==> src/rtl/c11_bist_ctrl.sv <==
// c11_bist_ctrl -- BIST sequencer for a pair of C11 instances (golden vs CUT).
// Generates 10-bit test patterns (exhaustive counter or x^10+x^7+1 LFSR),
// allows one settle cycle per pattern, then compares golden_in and cut_in,
// counts mismatches, records the first failing index, and folds cut_in into
// a 16-bit MISR.
// Ports:
//   clk, rst_n        clock, synchronous active-low reset
//   start, abort      run control (start honoured only in IDLE)
//   mode, seed,       run configuration, latched when start is accepted
//   num_pat           (num_pat=0 means 1024 patterns)
//   golden_in, cut_in responses of the two C11 instances
//   pattern           stimulus to both instances (bit 0 = G1gat)
//   busy, done        status (done is a one-cycle pulse)
//   mism_cnt, first_fail_idx, first_fail_vld, signature  run results
module c11_bist_ctrl (
  input  logic        clk,
  input  logic        rst_n,
  input  logic        start,
  input  logic        abort,
  input  logic        mode,
  input  logic [9:0]  seed,
  input  logic [9:0]  num_pat,
  input  logic        golden_in,
  input  logic        cut_in,
  output logic [9:0]  pattern,
  output logic        busy,
  output logic        done,
  output logic [10:0] mism_cnt,
  output logic [9:0]  first_fail_idx,
  output logic        first_fail_vld,
  output logic [15:0] signature
);

  typedef enum logic [2:0] {
    IDLE   = 3'd0,
    LOAD   = 3'd1,
    APPLY  = 3'd2,
    SAMPLE = 3'd3,
    DONE   = 3'd4
  } state_e;

  state_e      state_q, state_d;
  logic        mode_q, mode_d;
  logic [9:0]  num_q, num_d;
  logic [9:0]  seed_q, seed_d;
  logic [9:0]  pat_q, pat_d;
  logic [9:0]  idx_q, idx_d;
  logic [10:0] mism_q, mism_d;
  logic [9:0]  ffi_q, ffi_d;
  logic        ffv_q, ffv_d;
  logic [15:0] sig_q, sig_d;

  logic        last_pat;
  logic [9:0]  pat_nxt;
  logic [15:0] sig_nxt;

  // num_q-1 wraps 0 -> 3FF, which is exactly N-1 for the 1024-pattern case.
  assign last_pat = (idx_q == (num_q - 10'd1));
  assign pat_nxt  = mode_q ? {pat_q[8:0], pat_q[9] ^ pat_q[6]} : (pat_q + 10'd1);
  assign sig_nxt  = {sig_q[14:0], 1'b0} ^ (sig_q[15] ? 16'h1021 : 16'h0000)
                    ^ {15'b0, cut_in};

  always_comb begin
    state_d = state_q;
    mode_d  = mode_q;
    num_d   = num_q;
    seed_d  = seed_q;
    pat_d   = pat_q;
    idx_d   = idx_q;
    mism_d  = mism_q;
    ffi_d   = ffi_q;
    ffv_d   = ffv_q;
    sig_d   = sig_q;
    case (state_q)
      IDLE: begin
        if (start) begin
          state_d = LOAD;
          mode_d  = mode;
          num_d   = num_pat;
          // An all-zero LFSR state would lock up, so substitute 001.
          seed_d  = (mode && (seed == 10'd0)) ? 10'h001 : seed;
        end
      end
      LOAD: begin
        if (abort) begin
          state_d = IDLE;
        end else begin
          state_d = APPLY;
          pat_d   = seed_q;
          idx_d   = 10'd0;
          mism_d  = 11'd0;
          ffi_d   = 10'd0;
          ffv_d   = 1'b0;
          sig_d   = 16'hFFFF;
        end
      end
      APPLY: begin
        state_d = abort ? IDLE : SAMPLE;
      end
      SAMPLE: begin
        // The sample taken in this cycle is committed even if aborting.
        if (golden_in != cut_in) begin
          mism_d = mism_q + 11'd1;
          if (!ffv_q) begin
            ffi_d = idx_q;
            ffv_d = 1'b1;
          end
        end
        sig_d = sig_nxt;
        if (abort) begin
          state_d = IDLE;
        end else if (last_pat) begin
          state_d = DONE;
        end else begin
          state_d = APPLY;
          idx_d   = idx_q + 10'd1;
          pat_d   = pat_nxt;
        end
      end
      DONE: begin
        state_d = IDLE;
      end
      default: begin
        state_d = IDLE;
      end
    endcase
  end

  always_ff @(posedge clk) begin
    if (!rst_n) begin
      state_q <= IDLE;
      mode_q  <= 1'b0;
      num_q   <= 10'd0;
      seed_q  <= 10'd0;
      pat_q   <= 10'd0;
      idx_q   <= 10'd0;
      mism_q  <= 11'd0;
      ffi_q   <= 10'd0;
      ffv_q   <= 1'b0;
      sig_q   <= 16'hFFFF;
    end else begin
      state_q <= state_d;
      mode_q  <= mode_d;
      num_q   <= num_d;
      seed_q  <= seed_d;
      pat_q   <= pat_d;
      idx_q   <= idx_d;
      mism_q  <= mism_d;
      ffi_q   <= ffi_d;
      ffv_q   <= ffv_d;
      sig_q   <= sig_d;
    end
  end

  assign pattern        = pat_q;
  assign busy           = (state_q == LOAD) || (state_q == APPLY) || (state_q == SAMPLE);
  assign done           = (state_q == DONE);
  assign mism_cnt       = mism_q;
  assign first_fail_idx = ffi_q;
  assign first_fail_vld = ffv_q;
  assign signature      = sig_q;

endmodule
==> config.mk <==
export PLATFORM = sky130hd
export DESIGN_NAME = c11_bist_ctrl
export DESIGN_NICKNAME = d
export VERILOG_FILES = /design/src/rtl/c11_bist_ctrl.sv
export SDC_FILE = /design/constraint.sdc
export NUM_CORES = 1
export LEC_CHECK = 0
export CORE_MARGIN = 2
export CORE_UTILIZATION = 35
export CTS_CLUSTER_DIAMETER = 40
export DETAILED_ROUTE_END_ITERATION = 8
export PLACE_DENSITY = 0.63
export SLEW_MARGIN = 0
export SYNTH_ARGS = -nofsm -noshare
export SYNTH_HDL_FRONTEND = slang
export SYNTH_SLANG_ARGS = --single-unit
==> constraint.sdc <==
create_clock -name clk -period 2.93 [get_ports clk]
set_input_delay 0.586 -clock clk [delete_from_list [all_inputs] [get_ports clk]]
set_output_delay 0.586 -clock clk [all_outputs]
set_load 0.03 [all_outputs]
==> run metrics <==
status finished clean; Unique masters post-synth 64; Post-synth EDFFs 0; Peak Freq approximately 370 MHz; Num CTS Buffers 9; layout cells sized above 1 0.0897; top_reg_cell synth dfxtp_1; top cells by instance count after synthesis nand2_1, dfxtp_1, a21oi_1, clkbuf_1, nor2_1; top-count cell post-synth nand2_1; Async SR Flop Fraction 0; sequential share of the synthesized area 0.384; Initial DRT Pass Iterations 5; number of global-route vias before repair 3909; Final setup violation count 0; synth warn 0; dpl cells 722; syn_area_per_cell 8.18 um^2; total track usage 0.180; Mapped Cells 523; Final Cycle Share 0.917; post-CTS sizing 0; total negative setup slack 0 ps; Clock Path Buffers 2; PortBufs 76; RePlAce Congestion roughly 0.84; Max Cap Violations 0; initial antenna violation count 0; Syn Std Cell Area 4280 um^2; Vias/cell between 5 and 6; total power ~2700 uW; Worst Max-Slew Pin Slew 700 ps; Nets 617; post-CTS setup buffers 0; Skew-Pair Late Insertion Delay 340 ps; Critical Path AT ~3000 ps; RSZ-0062 raised after global routing false; leading area contributor after synthesis dfxtp_1; post-synthesis net count 554; DRC errors left 0; core area 12000 um^2; Layout Utilization 0.455; pin count of the biggest net entering global routing 57; Worst path slowest cell or4_4; Hold Buf Count CTS 0; width of the chip between 100 and 150 um; ANT nets after route 0; maximum vdd ir drop 0.296 mV; vias post-DR 4031; TritonCTS clock tree done; final setup skew 6.87 ps; critical-path cell list or4_4, or4_4, xnor2_2, nor4_4, a21o_1, mux2i_1; max incr delay on CP 570 ps; Hold Slack between 400 and 500 ps; per-cell routed wire length roughly 15 um; CP most frequent cell or4_4; WP data required 3190 ps; Slew headroom 0.533; Die H ~110 um; CTS H-Tree Depth 3; grt ovf 0; Final Hold Fails 0; hold crit path type flip-flop to flip-flop; clock-pin transition on the worst setup and hold timing paths approximately 60 ps; Leak Pwr about 0.002 uW; DP HPWL roughly 8100 um; synth-to-layout area growth 27.3%; CP endpoint kind flip-flop; Top-Level Pins 77; DR iter-0 viols around 270; clock period minus worst slack 2690 ps; Clock Sinks 82; Worst Path Max Fanout 10; drt total wl 11300 um; first-pass GRT wire length 19000 um; Starting Density 0.358; crit-path leading delay family simple AND/OR/NAND/NOR gates; critical path class flip-flop to flip-flop; n_diodes 0; Power Density ~500 nW/um^2; DIE AREA 13100 um^2; Finished Layout Cells 738; count of buffer and inverter cells on the critical path 0; Area contributors post-synth dfxtp_1, nand2_1, a21oi_1, mux2i_1, a21boi_0; share of the synthesized area in the top cell type 0.384; Slew Limit Fails 0; Startpoint Class flip-flop; CTS Root Cell clkbuf_16; Rows 40; #FFs+latches synth 82
[stage by stage]
stage | setup slack [ps] | cell area (um^2)
2_1_floorplan | 359 | 4280
3_3_place_gp | 312 | 5120
3_5_place_dp | 277 | 5120
4_1_cts | 246 | 5450
5_1_grt | 174 | 5450
6_report | 243 | 5450
[routing by layer]
| layer | vias to the layer above | track usage | share of wire |
|---|---|---|---|
| met1 | 1909 | 0.217 | 0.43 |
| met5 | - | 0 | 0 |
| met2 | 95 | 0.304 | 0.49 |
| met4 | 0 | 0.0634 | 0.020 |
| li1 | 2004 | - | - |
| met3 | 23 | 0.0513 | 0.054 |
[worst paths after layout]
check,start,to,slack (ps),depth (start not counted)
min,seed_q[5],seed_q[5],470,2
max,num_q[4],pattern[5],240,6
min reg2reg,seed_q[5],seed_q[5],470,2
max reg2reg,num_q[4],pattern[5],240,6
[placed cells by master (no fill, tap or decap), types with 6 or more instances in the layout]
cell and instances:
or3_1 13, o21ai_0 22, buf_4 14, a21boi_0 16
and2_1 8, o22ai_1 16, clkbuf_16 9, a21oi_2 8
and3_1 7, mux2i_1 15, nand3_1 21, xnor2_1 6
inv_1 10, nand2_1 100, clkdlybuf4s50_1 75, a211oi_1 6
nor2_1 25, a21oi_1 40, xor2_1 9, dfxtp_1 82
nand4_1 8
[final cells by class]
class | count | area (um^2)
tap | 147 | 184
inverter | 10 | 37.5
clock inverter | 5 | 77.6
clock buffer | 11 | 243
sequential | 82 | 1640
timing repair buffer | 90 | 861
multi-input combinational | 393 | 2400
fill | 1200 | 6520
[cell families (layout without fill, tap and decap cells)]
logic type / Yosys count / after routing / share of synthesized area
and+or+nand+nor: 211 / 211 / 0.240
buffers and inverters: 48 / 116 / 0.0559
DFF: 82 / 82 / 0.384
xor gates and xnor gates: 17 / 17 / 0.0398
adders and majority gates: 4 / 4 / 0.0117
muxes: 15 / 15 / 0.0351
AOI/OAI and AO/OA: 146 / 146 / 0.234
[worst min-delay path, stage by stage (launching register included)]
cell	delay, ps
dfxtp_1	310
nand2_1	50
a21boi_0	60
[registers in the layout, indices dropped and copies added (netlist names)]
register / count
num_q: 10
state_q: 3
pattern: 10
mism_cnt: 11
first_fail_idx: 10
seed_q: 10
first_fail_vld: 1
idx_q: 10
mode_q: 1
signature: 16
[power breakdown]
| group | switching [uW] | leakage (uW) | internal [uW] |
|---|---|---|---|
| Sequential | 38.5 | 0.000665 | 1140 |
| Combinational | 176 | 0.00113 | 141 |
| Clock | 449 | 0.000156 | 767 |
(Power assumes the default switching activity.)
